File: config.mk
export PLATFORM = sky130hd
export DESIGN_NAME = universal_load_register
export DESIGN_NICKNAME = d
export VERILOG_FILES = /design/src/rtl/universal_load_register.sv
export SDC_FILE = /design/constraint.sdc
export NUM_CORES = 1
export LEC_CHECK = 0
export ABC_AREA = 1
export ABC_CLOCK_PERIOD_IN_PS = 2100
export CORE_MARGIN = 3
export CORE_UTILIZATION = 40
export DETAILED_ROUTE_END_ITERATION = 8
export GPL_TIMING_DRIVEN = 0
export PLACE_DENSITY = 0.74
export RECOVER_POWER = 100
export SYNTH_ARGS = -nofsm -noshare
export SYNTH_HDL_FRONTEND = slang
export SYNTH_SLANG_ARGS = --single-unit
File: constraint.sdc
create_clock -name clk -period 2.1 [get_ports clk]
set_input_delay 0.63 -clock clk [delete_from_list [all_inputs] [get_ports clk]]
set_output_delay 0.63 -clock clk [all_outputs]
set_load 0.05 [all_outputs]
File: src/rtl/universal_load_register.sv
// WIDTH-bit register with hold, load, shift, rotate and up/down count modes.
// Registered carry/shift-out and change flags, combinational zero flag.
module universal_load_register #(
  parameter int               WIDTH     = 4,
  parameter logic [WIDTH-1:0] RESET_VAL = '0
) (
  input  logic             clk,
  input  logic             rst,
  input  logic             en,
  input  logic [2:0]       mode,
  input  logic [WIDTH-1:0] d_in,
  input  logic             ser_in,
  output logic [WIDTH-1:0] q,
  output logic             cout,
  output logic             zero,
  output logic             changed
);

  typedef enum logic [2:0] {
    M_HOLD = 3'b000,
    M_LOAD = 3'b001,
    M_SHL  = 3'b010,
    M_SHR  = 3'b011,
    M_ROL  = 3'b100,
    M_ROR  = 3'b101,
    M_INC  = 3'b110,
    M_DEC  = 3'b111
  } mode_e;

  logic [WIDTH-1:0] q_q, q_d;
  logic             cout_q, cout_d;
  logic             chg_q, chg_d;
  logic [WIDTH:0]   inc_w, dec_w;
  mode_e            mode_w;

  assign mode_w = mode_e'(mode);
  assign inc_w  = {1'b0, q_q} + {{WIDTH{1'b0}}, 1'b1};
  // Top bit of the widened difference is the borrow out of q - 1.
  assign dec_w  = {1'b0, q_q} - {{WIDTH{1'b0}}, 1'b1};

  always_comb begin
    q_d    = q_q;
    cout_d = cout_q;
    if (en) begin
      unique case (mode_w)
        M_HOLD: begin
          q_d    = q_q;
          cout_d = cout_q;
        end
        M_LOAD: begin
          q_d    = d_in;
          cout_d = 1'b0;
        end
        M_SHL: begin
          q_d    = {q_q[WIDTH-2:0], ser_in};
          cout_d = q_q[WIDTH-1];
        end
        M_SHR: begin
          q_d    = {ser_in, q_q[WIDTH-1:1]};
          cout_d = q_q[0];
        end
        M_ROL: begin
          q_d    = {q_q[WIDTH-2:0], q_q[WIDTH-1]};
          cout_d = q_q[WIDTH-1];
        end
        M_ROR: begin
          q_d    = {q_q[0], q_q[WIDTH-1:1]};
          cout_d = q_q[0];
        end
        M_INC: begin
          q_d    = inc_w[WIDTH-1:0];
          cout_d = inc_w[WIDTH];
        end
        M_DEC: begin
          q_d    = dec_w[WIDTH-1:0];
          cout_d = dec_w[WIDTH];
        end
      endcase
    end
  end

  // Change is judged on the value, not the mode.
  assign chg_d = (q_d != q_q);

  always_ff @(posedge clk) begin
    if (rst) begin
      q_q    <= RESET_VAL;
      cout_q <= 1'b0;
      chg_q  <= 1'b0;
    end else begin
      q_q    <= q_d;
      cout_q <= cout_d;
      chg_q  <= chg_d;
    end
  end

  assign q       = q_q;
  assign cout    = cout_q;
  assign changed = chg_q;
  assign zero    = (q_q == '0);

endmodule

==> flow_metrics.py <==
metrics = {
    "route": {
        "drtIter0Drc": 32,
        "wire_per_inst_um": 11.7,
        "via_count": 979,
        "drt-total-wl_um": 2210,
        "route.detailed.drc": 0,
        "via_per_inst": 5.21,
        "ant_nets": 0,
        "drt-pass1-iter-count": 4,
    },
    "cts": {
        "cts_sinks": 6,
        "post-cts-setup-buffers": 0,
        "h-tree-depth": 1,
        "clk_latency_ns": 0.26,
        "root_buffer": "clkbuf_4",
        "hold_buffers": 0,
        "cts_buffers": 3,
        "cts_tree": "built",
        "cts_buffer_depth": 2,
        "clk_pin_slew_ns": 0.04,
    },
    "timing": {
        "slew_viol_final": 0,
        "timing.fmax_mhz": 497,
        "fin_crit_sh_pct": 95.9,
        "final.setup.worst_slack_ns": 0.0860,
        "setup_violations": 0,
        "hold_viol_final": 0,
        "rsz0062_at_grt": "false",
        "fin_skew_ns": 0.0117,
        "finalWorstPathRequiredPeriod_ns": 2.01,
        "slew_headroom_pct": 60.7,
        "tightest_slew_ns": 0.592,
    },
    "grt": {
        "antenna_found_initial": 0,
        "grt_pass1_vias": 831,
        "grt-ovfl-total": 0,
        "grt_max_degree": 11,
        "grt_usage_pct": 17.4,
        "grt_pass1_wl_um": 3580,
    },
    "synth": {
        "yosysTopAreaCellShare_pct": 15.0,
        "yosys.area.top_type": "nand2_1",
        "netlist_instances": 142,
        "ys_seq_area_share_pct": 14.1,
        "syn-num-nets": 155,
        "ys_ff_latch": 6,
        "postSynthAreaPerCell_um2": 5.98,
        "yosysWarnings": 0,
        "synth_area_leaders": "nand2_1, dfxtp_1, nand3_1",
        "synth.distinct_cells": 23,
        "netlist_area_um2": 850,
    },
    "critical_path": {
        "arrival_ns": 1.38,
        "critPathMaxFanout": 9,
        "start_kind": "flop",
        "worstSetupEndpointType": "output port",
        "regToRegSetupSlack_ns": 0.44,
        "path_class": "reg -> out",
        "cp.required_ns": 1.47,
    },
    "die": {
        "start_util_pct": 42.9,
        "dieArea_um2": 2710,
        "core-area_um2": 1980,
        "die_h_um": 52.1,
        "io_pins": 18,
        "std_cell_rows": 16,
        "dieWidth_um": 52.1,
    },
    "flow_run": {
        "drv_cap": 0,
    },
    "outcome": {
        "status": "completed",
    },
    "power_and_ir_drop": {
        "swShare_pct": 45.3,
        "ir_drop_uv": 474,
        "p_sw_w": 0.000233,
        "power_density_nw_per_um2": 496,
        "p_int_w": 0.000282,
        "p_seq_share_pct": 27.7,
        "power_leakage_nw": 0.555,
        "clock_power_share_pct": 21.5,
        "p_comb_share_pct": 50.8,
    },
    "finish": {
        "final_common_cell": "nand2_1",
        "areaGrowthSynthToFinish_pct": 22.4,
        "fin_nets": 176,
        "final_area_um2": 1040,
        "drive_gt1_share_pct": 23.6,
        "most-common-layout-cells": "nand2_1, nor2_1, nand3_1, inv_1, clkdlybuf4s50_1",
        "diodes": 0,
        "instances_no_fill": 188,
    },
    "placement": {
        "placed_cell_area_um2": 1040,
        "gp_congestion": 0.860,
        "hpwlAfterDp_um": 1680,
        "post-place-ws_ns": -0.374,
        "dp_cells": 184,
        "portBuffers": 15,
    },
    "worst_hold_path": {
        "holdCritPathClass": "reg -> reg",
    },
}
cell type report:
class	instances	area, µm²
repair buffers	16	136
multi-input cells	109	591
clock buffers	3	22.5
plain buffers	4	41.3
inverters	23	92.6
well taps	27	33.8
flip-flops and latches	6	123
fillers	211	942
stage by stage:
step	utilization [%]	hold slack, ns	setup TNS, ns	total power [W]
floorplan	-	0.679	0	0.000336
finish	52.5	0.462	0	0.000515
global placement	52.3	0.455	-0.503	0.000406
global route	52.5	0.505	0	0.000551
detailed placement	52.3	0.456	-0.637	0.000412
CTS	53.2	0.463	0	0.000521
logic make-up (layout without fill, tap and decap cells):
logic type	after synthesis	in the layout	share of synthesized area (%)
fa+ha+maj	2	2	2.95
compound gates	10	10	7.07
simple gates	97	97	60.1
flops	6	6	14.1
buf+inv	27	46	15.8
critical path, stage by stage (launching register included):
cell     delay [ns]
dfxtp_2        0.44
inv_2          0.12
ha_1           0.24
nand2_1        0.10
nor2_2         0.04
buf_4          0.20
cell usage after synthesis (all sizes together):
| master | instances |
|---|---|
| a21oi | 4 |
| a211oi | 1 |
| nor3 | 1 |
| clkinv | 1 |
| nor2 | 24 |
| ha | 2 |
| o21ai | 3 |
| nand2 | 44 |
| inv | 22 |
| buf | 4 |
| dfxtp | 6 |
| nand3 | 24 |
| a221oi | 2 |
| nand4 | 4 |
path summary, 6_finish.rpt:
path | start | endpoint | depth (start not counted)
worst max-delay path | q[0] | zero | 5
worst min-delay path | cout | cout | 2
worst max register to register | q[0] | changed | 11
worst min register to register | cout | cout | 2
sequential cells by signal, summed over array words and instances, names as in the netlist:
name / flops
q: 4
cout: 1
changed: 1
repair_timing:
item,CTS,global route
setup endpoints to repair,4,3
gates cloned,0,1
resized for setup,10,4
pin swaps,0,0
power by group through the flow:
stage / logic, W / clock network, W / registers (W)
after floorplan: 0.000159 / 0 / 0.000177
after detailed placement: 0.000268 / 0 / 0.000143
after global routing: 0.000287 / 0.000119 / 0.000144
final: 0.000262 / 0.000111 / 0.000143
after global placement: 0.000264 / 0 / 0.000143
after CTS: 0.000264 / 0.000115 / 0.000141
metal layers:
metal	routed length, µm	vias up	GRT usage [%]
li1	-	493	-
met1	987	446	22.8
met4	42	0	2.62
met2	1060	31	28.9
met3	113	9	4.30
met5	0	-	0
Power figures use the tool's default switching activity.
